--- config.mk ---
export PLATFORM = sky130hd
export DESIGN_NAME = ksa_engine
export DESIGN_NICKNAME = d
export VERILOG_FILES = /design/src/rtl/ksa_engine_pkg.sv /design/src/rtl/ksa_engine_key_sel.sv /design/src/rtl/ksa_engine.sv
export SDC_FILE = /design/constraint.sdc
export NUM_CORES = 1
export LEC_CHECK = 0
export BUFFER_PORTS_ARGS = -buffer_cell sky130_fd_sc_hd__buf_2
export CAP_MARGIN = 25
export CORE_ASPECT_RATIO = 0.75
export CORE_MARGIN = 1.5
export CORE_UTILIZATION = 28
export DETAILED_ROUTE_END_ITERATION = 10
export PLACE_DENSITY = 0.55
export SLEW_MARGIN = 5
export SYNTH_ARGS = -nofsm -noshare
export SYNTH_HDL_FRONTEND = slang
export SYNTH_HIERARCHICAL = 1
export SYNTH_SLANG_ARGS = --single-unit
--- constraint.sdc ---
create_clock -name clk -period 8.35 [get_ports clk]
set_clock_uncertainty 0.1 [all_clocks]
set_input_delay 0.835 -clock clk [delete_from_list [all_inputs] [get_ports clk]]
set_output_delay 0.835 -clock clk [all_outputs]
set_load 0.02 [all_outputs]
--- src/rtl/ksa_engine_pkg.sv ---
// ---------------------------------------------------------------------------
// ksa_engine_pkg
//   Shared types and helpers for the RC4 key-scheduling engine.
//   - ksa_state_t     : FSM state encoding used by ksa_engine
//   - KSA_SWAP_CYCLES : clock cycles spent per index in the swap loop
//   - KEY_MAX_BYTES   : widest key the byte selector can address (RC4 max)
//   - key_byte()      : pick byte idx of an n_bytes-long key, byte 0 = MSB
// ---------------------------------------------------------------------------
package ksa_engine_pkg;

  typedef enum logic [3:0] {
    IDLE    = 4'd0,
    INIT    = 4'd1,
    READ_I  = 4'd2,
    WAIT_I  = 4'd3,
    READ_J  = 4'd4,
    WAIT_J  = 4'd5,
    WRITE_I = 4'd6,
    WRITE_J = 4'd7,
    DONE    = 4'd8
  } ksa_state_t;

  // READ_I, WAIT_I, READ_J, WAIT_J, WRITE_I, WRITE_J
  localparam int unsigned KSA_SWAP_CYCLES = 6;

  // RC4 keys are at most 256 bytes long.
  localparam int unsigned KEY_MAX_BYTES = 256;
  localparam int unsigned KEY_MAX_BITS  = 8 * KEY_MAX_BYTES;

  // key_w holds the key right-aligned; byte 0 sits in the most significant
  // byte of the n_bytes-wide key field.
  function automatic logic [7:0] key_byte(
    input logic [KEY_MAX_BITS-1:0] key_w,
    input int unsigned             n_bytes,
    input int unsigned             idx
  );
    return key_w[8*(n_bytes-1-idx) +: 8];
  endfunction

endpackage

--- src/rtl/ksa_engine_key_sel.sv ---
// ---------------------------------------------------------------------------
// ksa_engine_key_sel
//   Combinational key byte selector: returns key byte number k.
//   Works for any KEY_BYTES (not only powers of two); k must stay below
//   KEY_BYTES, which the engine guarantees by wrapping it explicitly.
// Ports
//   key      in  8*KEY_BYTES  latched key, byte 0 = key[8*KEY_BYTES-1 -: 8]
//   k        in  K_W          byte index
//   key_sel  out 8            selected key byte
// ---------------------------------------------------------------------------
module ksa_engine_key_sel
  import ksa_engine_pkg::*;
#(
  parameter int unsigned KEY_BYTES = 3,
  parameter int unsigned K_W       = 2
) (
  input  logic [8*KEY_BYTES-1:0] key,
  input  logic [K_W-1:0]         k,
  output logic [7:0]             key_sel
);

  logic [KEY_MAX_BITS-1:0] key_w;

  assign key_w   = KEY_MAX_BITS'(key);
  assign key_sel = key_byte(key_w, KEY_BYTES, 32'(k));

endmodule

--- src/rtl/ksa_engine.sv ---
// ---------------------------------------------------------------------------
// ksa_engine
//   RC4 key-scheduling engine driving one single-port synchronous RAM
//   (read data valid one clock after the address). Fills S[i]=i, then runs
//   j = j + S[i] + key[i mod KEY_BYTES], swap S[i], S[j] for every i.
//   N = 2**ADDR_W entries. Start/busy/done handshake, abort, init-only mode.
// Ports
//   clk        in   1            system clock
//   reset      in   1            asynchronous, active-low
//   start      in   1            run request, sampled only in IDLE
//   abort      in   1            synchronous cancel, back to IDLE, no done
//   init_only  in   1            1: fill phase only; sampled with start
//   key        in   8*KEY_BYTES  key, latched on start
//   busy       out  1            run in progress
//   done       out  1            one-cycle completion pulse
//   mem_addr   out  ADDR_W       RAM address
//   mem_wdata  out  ADDR_W       RAM write data
//   mem_wren   out  1            RAM write enable
//   mem_rdata  in   ADDR_W       RAM read data
//
// state   | meaning
// --------+-----------------------------------------------------------
// IDLE    | waiting for start
// INIT    | write S[i] = i, one entry per cycle
// READ_I  | present address i
// WAIT_I  | capture S[i], update j
// READ_J  | present address j
// WAIT_J  | capture S[j]
// WRITE_I | S[i] <= old S[j]
// WRITE_J | S[j] <= old S[i]; advance i and k
// DONE    | done pulse, back to IDLE
// ---------------------------------------------------------------------------
module ksa_engine
  import ksa_engine_pkg::*;
#(
  parameter int unsigned ADDR_W    = 8,
  parameter int unsigned KEY_BYTES = 3
) (
  input  logic                   clk,
  input  logic                   reset,
  input  logic                   start,
  input  logic                   abort,
  input  logic                   init_only,
  input  logic [8*KEY_BYTES-1:0] key,
  output logic                   busy,
  output logic                   done,
  output logic [ADDR_W-1:0]      mem_addr,
  output logic [ADDR_W-1:0]      mem_wdata,
  output logic                   mem_wren,
  input  logic [ADDR_W-1:0]      mem_rdata
);

  localparam int unsigned K_W = (KEY_BYTES > 1) ? $clog2(KEY_BYTES) : 1;
  localparam logic [K_W-1:0]    K_LAST = K_W'(KEY_BYTES - 1);
  localparam logic [ADDR_W-1:0] I_LAST = '1;

  ksa_state_t             state;
  logic [ADDR_W-1:0]      i;
  logic [ADDR_W-1:0]      j;
  logic [K_W-1:0]         k;
  logic [ADDR_W-1:0]      si;
  logic [ADDR_W-1:0]      sj;
  logic [8*KEY_BYTES-1:0] key_q;
  logic                   init_only_q;
  logic [7:0]             key_sel;
  logic [ADDR_W-1:0]      key_adj;

  ksa_engine_key_sel #(
    .KEY_BYTES (KEY_BYTES),
    .K_W       (K_W)
  ) u_key_sel (
    .key     (key_q),
    .k       (k),
    .key_sel (key_sel)
  );

  // Key bytes are 8 bits; fit them to the S-box width (zero-extend or
  // truncate). Truncation is harmless since j is taken modulo N anyway.
  assign key_adj = ADDR_W'(key_sel);

  always_ff @(posedge clk or negedge reset) begin
    if (!reset) begin
      state       <= IDLE;
      i           <= '0;
      j           <= '0;
      k           <= '0;
      si          <= '0;
      sj          <= '0;
      key_q       <= '0;
      init_only_q <= 1'b0;
      busy        <= 1'b0;
      done        <= 1'b0;
    end else if (abort) begin
      state <= IDLE;
      busy  <= 1'b0;
      done  <= 1'b0;
    end else begin
      case (state)
        IDLE: begin
          done <= 1'b0;
          if (start) begin
            key_q       <= key;
            init_only_q <= init_only;
            i           <= '0;
            busy        <= 1'b1;
            state       <= INIT;
          end
        end
        INIT: begin
          if (i == I_LAST) begin
            if (init_only_q) begin
              busy  <= 1'b0;
              done  <= 1'b1;
              state <= DONE;
            end else begin
              i     <= '0;
              j     <= '0;
              k     <= '0;
              state <= READ_I;
            end
          end else begin
            i <= i + ADDR_W'(1);
          end
        end
        READ_I: state <= WAIT_I;
        WAIT_I: begin
          si    <= mem_rdata;
          j     <= j + mem_rdata + key_adj;
          state <= READ_J;
        end
        READ_J: state <= WAIT_J;
        WAIT_J: begin
          sj    <= mem_rdata;
          state <= WRITE_I;
        end
        WRITE_I: state <= WRITE_J;
        WRITE_J: begin
          k <= (k == K_LAST) ? '0 : k + K_W'(1);
          if (i == I_LAST) begin
            busy  <= 1'b0;
            done  <= 1'b1;
            state <= DONE;
          end else begin
            i     <= i + ADDR_W'(1);
            state <= READ_I;
          end
        end
        DONE: begin
          done  <= 1'b0;
          state <= IDLE;
        end
        default: begin
          busy  <= 1'b0;
          done  <= 1'b0;
          state <= IDLE;
        end
      endcase
    end
  end

  // When i == j the WRITE_J store lands on the same word as WRITE_I and
  // restores the original S[i], which is the correct swap result.
  always_comb begin
    mem_addr  = '0;
    mem_wdata = '0;
    mem_wren  = 1'b0;
    case (state)
      INIT: begin
        mem_addr  = i;
        mem_wdata = i;
        mem_wren  = 1'b1;
      end
      READ_I: mem_addr = i;
      READ_J: mem_addr = j;
      WRITE_I: begin
        mem_addr  = i;
        mem_wdata = sj;
        mem_wren  = 1'b1;
      end
      WRITE_J: begin
        mem_addr  = j;
        mem_wdata = si;
        mem_wren  = 1'b1;
      end
      default: begin
        mem_addr  = '0;
        mem_wdata = '0;
        mem_wren  = 1'b0;
      end
    endcase
  end

endmodule
---- Yosys cells after proc, flatten, opt, wreduce, memory -nomap -nowiden ----
Cells that the tools add are included.
word-level totals
  output and inout port bits .............. 19
  bits in registers ....................... 65
  input port bits ......................... 37
  logic and storage cells ................. 87
operators by class
  reduce and logical (&&, ||, !) cells .... 18
  equality and inequality tests ........... 21
  shift operators ......................... 1
  bitwise operators ....................... 1
  muxes and demuxes ....................... 31
  add/subtract/negate cells ............... 5
operator list
  cell                 number
  $shiftx 2048x33->8   1
  $pmux 8 s3           2
  $mux 8               5
  $pmux 4 s8           1
  $pmux 8 s2           2
  $mux 4               5
  $add 8x8->8          2
  $eq 4x3->1 const B   4
  $ne 3x3->1 const B   5
  $reduce_and 4->1     3
  $mux 1               10
  $reduce_and 5->1     2
  $add 8x1->8 const B  1
  $eq 4x2->1 const B   2
  $eq 8x8->1 const B   1
  $ne 2x2->1 const B   4
  $mux 2               3
  $reduce_and 2->1     3
  $reduce_or 3->1      2
  $reduce_or 6->1      1
  $reduce_or 5->1      1
  $eq 4x1->1 const B   1
  $eq 4x4->1 const B   1
  $logic_not 4->1      1
  12 further kinds     14

---- Depth between registers and ports, before layout ----
Gate-level depths: netlist (run 1).
  word-level depth ........................ 4
  depth in mapped cells ................... 14
  mapped depth without buffers ............ 12

---- Hierarchy ----
The synthesis (run 1) kept the hierarchy.
by module, submodules not included
  module              instances  sequential area each (sq um)  cells an instance  area an instance (sq um)
  ksa_engine          1          1626.6                        327                3648.5
  ksa_engine_key_sel  1          0.0                           30                 262.8

---- Worst setup path before layout (run 1) ----
OpenSTA, ideal clock, no wires.
  path type ............................... register to register
  start point ............................. register k[0]
  end point ............................... register j[7]
  path slack .............................. 5.013 ns
  stages on the path, launching flop included .. 15
  library setup time ...................... 0.087 ns
  buffers on the path ..................... 2
  data arrival time ....................... 3.150 ns
  required time ........................... 8.163 ns
  clock period less this slack ............ 3.337 ns
  path through ............................ dfrtp_1 ha_1 buf_6 buf_12 a21boi_0 a211oi_1 fa_1 ha_1 inv_1 fa_1 nor2b_1 o31ai_1 a21oi_1 mux2_2 o211ai_1
between the ends
  word-level cells in the longest chain between the ends .. 4
RTL lines
  what                    line                  text
  start, declared         ksa_engine.sv:60      logic [K_W-1:0] k;
  start signal, assigned  ksa_engine.sv:138     k <= (k == K_LAST) ? '0 : k + K_W'(1);
  $sub 2x2->3             ksa_engine_pkg.sv:37  return key_w[8*(n_bytes-1-idx) +: 8];
  $shiftx 2048x33->8      ksa_engine_pkg.sv:37
  via key_adj[1]          ksa_engine.sv:66      logic [ADDR_W-1:0] key_adj;
  $add 8x8->8             ksa_engine.sv:128     j <= j + mem_rdata + key_adj;
  $pmux 8 s2              ksa_engine.sv:98      case (state)
  end signal, assigned    ksa_engine.sv:128
  end, declared           ksa_engine.sv:59      logic [ADDR_W-1:0] j;
The timed path passes the listed nets, and every way through them passes these cells.
A chain may end at the register's enable or synchronous reset.

---- Worst setup path after layout (run 1) ----
Same ends and word-level chain as after synthesis.

==> results.tsv, run 1 <==
metric	value	unit
yosys_most_used_dff	dfrtp_1	
violations	design-rule violations	
finalMaxSlewViolations	0	
grt_pass1_wl	16970	µm
setup_slack	4335	ps
synth_simple_gate_area_share	13.50	%
setup_violations	0	
async_reset_ff_share	100.0	%
start_util	28.64	%
final_hold_viol_count	0	
hold_buffers	0	
yosysWarnings	6	
synth-edff-count	0	
vdd_drop_max	0.1091	mV
synth_fa_ha_area_share	6.654	%
dieArea	14690	µm²
grt_overflow	0	
grt_pass1_vias	3067	
num-nets-final	460	
crit_path_end_kind	flip-flop	
status	finished, violations left	
portBuffers	55	
syn2layout_area_growth	18.04	%
final_common_cell	dfrtp_1	
numClockSinks	65	
place_congestion	0.8027	
crit_fanout	16	
slew_headroom	43.37	%
antenna_found_initial	0	
fin_crit	4015	ps
root_buffer	clkbuf_16	
tightestPinTransition	849.4	ps
synth_xor_area_share	1.344	%
dieWidth	139.5	µm
crit_required	8490	ps
max_freq	249.1	MHz
wl_per_cell	17.80	µm
syn_inst	357	
place.detailed.hpwl	7751	µm
viasPerCell	5.199	
synth_mux_area_share	14.97	%
detail-route-antenna-nets	0	
multiInputGateArea	2097	µm²
post_cts_resized	0	
seqCellArea	1627	µm²
synth_compound_area_share	17.15	%
cts_htree_levels	3	
syn_avg_cell_area	10.96	µm²
rows	37	
synth-seq-cells	65	
placeableCoreArea	13660	µm²
place_worst_setup_slack	4360	ps
final_cell_mix	65 x dfrtp_1, 55 x buf_2, 44 x mux2_2	
synth_area	3911	µm²
synth_cell_types	66	
arrival	4150	ps
grt_usage	15.03	%
drt_iter0_markers	254	
tritoncts	done	
cts.clk_slew.worst_paths	50	ps
cts.path.max_buffers	2	
io_pins	56	
synth_top_family_by_area	compound AO/OA/AOI/OAI gates	
drive_above_1_share	31.55	%
start_kind	flip-flop	
setup_tns	0	ps
r2r_setup_slack	4340	ps
p_leak	2.117	nW
cts_buffers	9	
die_y	105.4	µm
wl	10450	µm
vias	3052	
cap_violations	0	
clk_latency	330	ps
drc_errors	8	
hp-class	reg2reg	
antenna_cells	0	
post-cts-setup-buffers	0	
n_fill_cell	1363	
grt_max_degree	66	
finalCritPeriodShare	48.08	%
worstSetupPathType	reg2reg	
power_density	302.1	nW/µm²
synth_seq_area_share	41.59	%
rsz0062_at_grt	no	
synth_nets	410	
firstDrtPassIters	10	
## state kept, by name, indices dropped and copies added, names as in the netlist
register and count:
k 2, done 1, i 8, busy 1, si 8, j 8
key_q 24, init_only_q 1, state 4, sj 8
## power by group
part           switching [mW]  leakage [nW]  internal (mW)
logic                   0.250          1.13          0.237
clock network           0.133         0.153          0.255
registers               0.103         0.837          0.417
total                   0.486          2.12          0.909
## metrics by stage
step	area [µm²]	hold WS [ps]	utilization, %	total power [mW]	cells
6_report	4617	374.0	33.81	1.395	587
5_1_grt	4617	396.6	33.81	1.492	587
4_1_cts	4617	379.5	33.81	1.406	587
3_5_place_dp	4308	365.8	31.54	1.011	571
3_3_place_gp	4300	360.9	31.49	0.9917	570
2_1_floorplan	3911	373.7	-	0.8657	357
## cell type report
type | count | area share, %
Tap cell | 175 | 4.743
Multi-Input combinational cell | 255 | 45.42
Clock inverter | 2 | 0.7588
Clock buffer | 14 | 5.935
Inverter | 18 | 1.463
Timing Repair Buffer | 58 | 6.450
Sequential cell | 65 | 35.23
## logic make-up (layout without fill, tap and decap cells)
kind of cell,after synthesis,in the layout
AO/OA/AOI/OAI,90,90
XOR/XNOR,6,6
adder cells (fa/ha/maj),16,16
buffers and inverters,37,92
flip-flops,65,65
multiplexers,53,53
AND/OR/NAND/NOR,90,90
## per-layer routing
layer / routed length (µm) / vias to the layer above / GRT usage [%]
li1: - / 1426 / -
met1: 5098 / 1506 / 21.57
met2: 4281 / 112 / 21.39
met3: 978 / 8 / 4.952
met4: 92 / 0 / 4.179
met5: 0 / - / 0
## synth_stat cells (2+ instances only)
cell      instances  area share [%]
ha_1              8             2.6
nor3_1            4            0.51
a311oi_1          4            0.90
a211oi_1         10             1.9
mux2_2           44              13
xnor2_1           3            0.67
nand2b_1          8             1.3
o21a_1            3            0.58
nand2_1          17             1.6
a31oi_1           4            0.64
buf_4             2            0.38
nor2b_1           5            0.80
a22oi_1           4            0.77
a21o_1            7             1.3
o21ai_0          12             1.5
a222oi_1          8             2.0
xor2_1            3            0.67
nand3_1          10             1.3
inv_1            18             1.7
buf_6             2            0.58
o211ai_1          2            0.38
a22o_1            3            0.67
buf_1             2            0.19
clkbuf_1          4            0.38
dfrtp_1          65              42
and3_1            3            0.48
fa_1              8             4.1
nor4b_2           3             1.2
buf_2             7            0.90
a21oi_1           8             1.0
nor2_1           22             2.1
nand3b_1          3            0.58
mux2i_1           9             2.3
a21boi_0          8             1.5
o31ai_1           3            0.58
## path summary, 6_finish.rpt
kind	cells past startpoint	to	from
max	12	j[7]	k[0]
min	1	done	done
max reg2reg	12	j[7]	k[0]
min reg2reg	1	done	done
max in group asynchronous	2	sj[2]	reset
min in group asynchronous	2	init_only_q	reset
## critical path, cell delays in order (launching register included)
cell      delay, ps
dfrtp_1         510
ha_1            730
mux2i_1         270
a211oi_1        120
fa_1            500
ha_1            170
inv_1            60
fa_1            380
nor2b_1         240
o31ai_1         130
a21oi_1         240
mux2_2          370
o211ai_1        100
Note: power is estimated with default switching activity, not from simulation.
==> inputs of run 2 (changes only) <==
==> constraint.sdc (replaced) <==
create_clock -name clk -period 3.85 [get_ports clk]
set_clock_uncertainty 0.1 [all_clocks]
set_input_delay 0.385 -clock clk [delete_from_list [all_inputs] [get_ports clk]]
set_output_delay 0.385 -clock clk [all_outputs]
set_load 0.02 [all_outputs]
==> results.tsv, run 2 (synthesis results as in run 1) <==
metric	value	unit
status	finished, violations left	
violations	design-rule violations	
totalPowerFinal	3.152	mW
crit_path_end_kind	flip-flop	
clk_latency	340	ps
final_cells	593	
cts.path.max_buffers	2	
antenna_found_initial	0	
syn2layout_area_growth	20.92	%
holdPathStages	2	
worstReg2RegStart	k[1]	
final_area	4730	µm²
critical_path_buf_inv_count	1	
slowest_stage	fa_1	
die_y	105.4	µm
largest_register	key_q	
start_kind	flip-flop	
p_leak	2.166	nW
wl	10440	µm
path_delay_family	adder cells	
max_freq	276.0	MHz
power_density	666.5	nW/µm²
vdd_drop_max	0.3074	mV
antenna_cells	0	
portBuffers	55	
placeableCoreArea	13660	µm²
p_clk_share	30.5	%
multiInputGateArea	2105	µm²
setup_violations	0	
setup_tns	0	ps
dieArea	14690	µm²
drc_errors	7	
cts_buffers	9	
grt_overflow	0	
worst_hold_startpoint	key[6]	
dp_cells	575	
rr_endpoint	j[7]	
finalMaxSlewViolations	0	
pwr-share-comb	34.9	%
rsz0062_at_grt	no	
seqPwrFrac	34.6	%
cts.clk_slew.worst_paths	60	ps
switchingPower	1.071	mW
largest_reg_flops	24	
setup_slack	226.9	ps
rows	37	
detail-route-antenna-nets	0	
cts_htree_levels	3	
io_pins	56	
hp-class	in2reg	
hold_ws	172.8	ps
drt_iter0_markers	225	
finalCritPeriodShare	94.11	%
arrival	3760	ps
final_common_cell	dfrtp_1	
r2r_setup_slack	230	ps
grt_max_degree	46	
utilization	34.63	%
placed_area	4338	µm²
fin_crit	3623	ps
cap_violations	0	
place.detailed.hpwl	7919	µm
crit_required	3990	ps
viasPerCell	5.128	
num-nets-final	466	
start_util	28.64	%
place_worst_setup_slack	153.7	ps
cpPeakStageDelay	490	ps
tritoncts	done	
p_int	2.081	mW
seqCellArea	1627	µm²
worstSetupPathType	reg2reg	
root_buffer	clkbuf_16	
n_fill_cell	1361	
grt_pass1_vias	3064	
min_to	key_q[6]	
crit_fanout	11	
wl_per_cell	17.60	µm
final_cell_mix	65 x dfrtp_1, 55 x buf_2, 44 x mux2_2	
vias	3041	
crit_chain	ha_2 > buf_4 > mux2i_1 > a211oi_1 > fa_1 > ha_1 > nor2b_1 > o31ai_1 > a21oi_1 > mux2_2 > o211ai_1	
firstDrtPassIters	8	
post-cts-setup-buffers	0	
switching_share	33.98	%
final_hold_viol_count	0	
grt_usage	15.25	%
slew_headroom	46.96	%
tightestPinTransition	795.6	ps
numClockSinks	65	
dieWidth	139.5	µm
ff2ff_path_depth	11	
grt_pass1_wl	17120	µm
drive_above_1_share	33.25	%
place_congestion	0.8473	
==> run 2: repair_timing <==
action,in CTS,in global routing
hold buffers,0,1
resized for setup,0,2
hold endpoints to repair,0,7
setup endpoints to repair,0,1
==> run 2: cell type report <==
class	count	share of cell area, %
Inverter	18	1.429
Tap cell	175	4.630
Multi-Input combinational cell	255	44.50
Sequential cell	65	34.39
Clock buffer	10	5.053
Clock inverter	6	2.434
Timing Repair Buffer	64	7.566
==> run 2: power groups by stage <==
stage | registers (mW) | clock network, mW | logic (mW)
final | 1.09 | 0.963 | 1.10
after global routing | 1.13 | 1.03 | 1.22
after CTS | 1.09 | 0.982 | 1.10
after global placement | 1.10 | 0 | 1.05
after floorplan | 1.02 | 0 | 0.859
after detailed placement | 1.11 | 0 | 1.09
==> run 2: worst max-delay path by stage <==
| stage | from | endpoint | slack, ps | cells past startpoint |
|---|---|---|---|---|
| floorplan | k[0] | j[7] | 510 | 14 |
| global placement | k[1] | j[7] | 320 | 13 |
| detailed placement | k[1] | j[7] | 150 | 11 |
| CTS | k[1] | j[7] | 150 | 11 |
| global route | k[1] | j[7] | 50 | 11 |
| finish | k[1] | j[7] | 230 | 11 |
==> run 2: layer usage <==
metal / wire (µm) / up-vias / GRT usage, %
met5: 0 / - / 0
met3: 697 / 7 / 4.952
met4: 87 / 0 / 4.483
li1: - / 1443 / -
met1: 5404 / 1495 / 22.74
met2: 4249 / 96 / 20.58
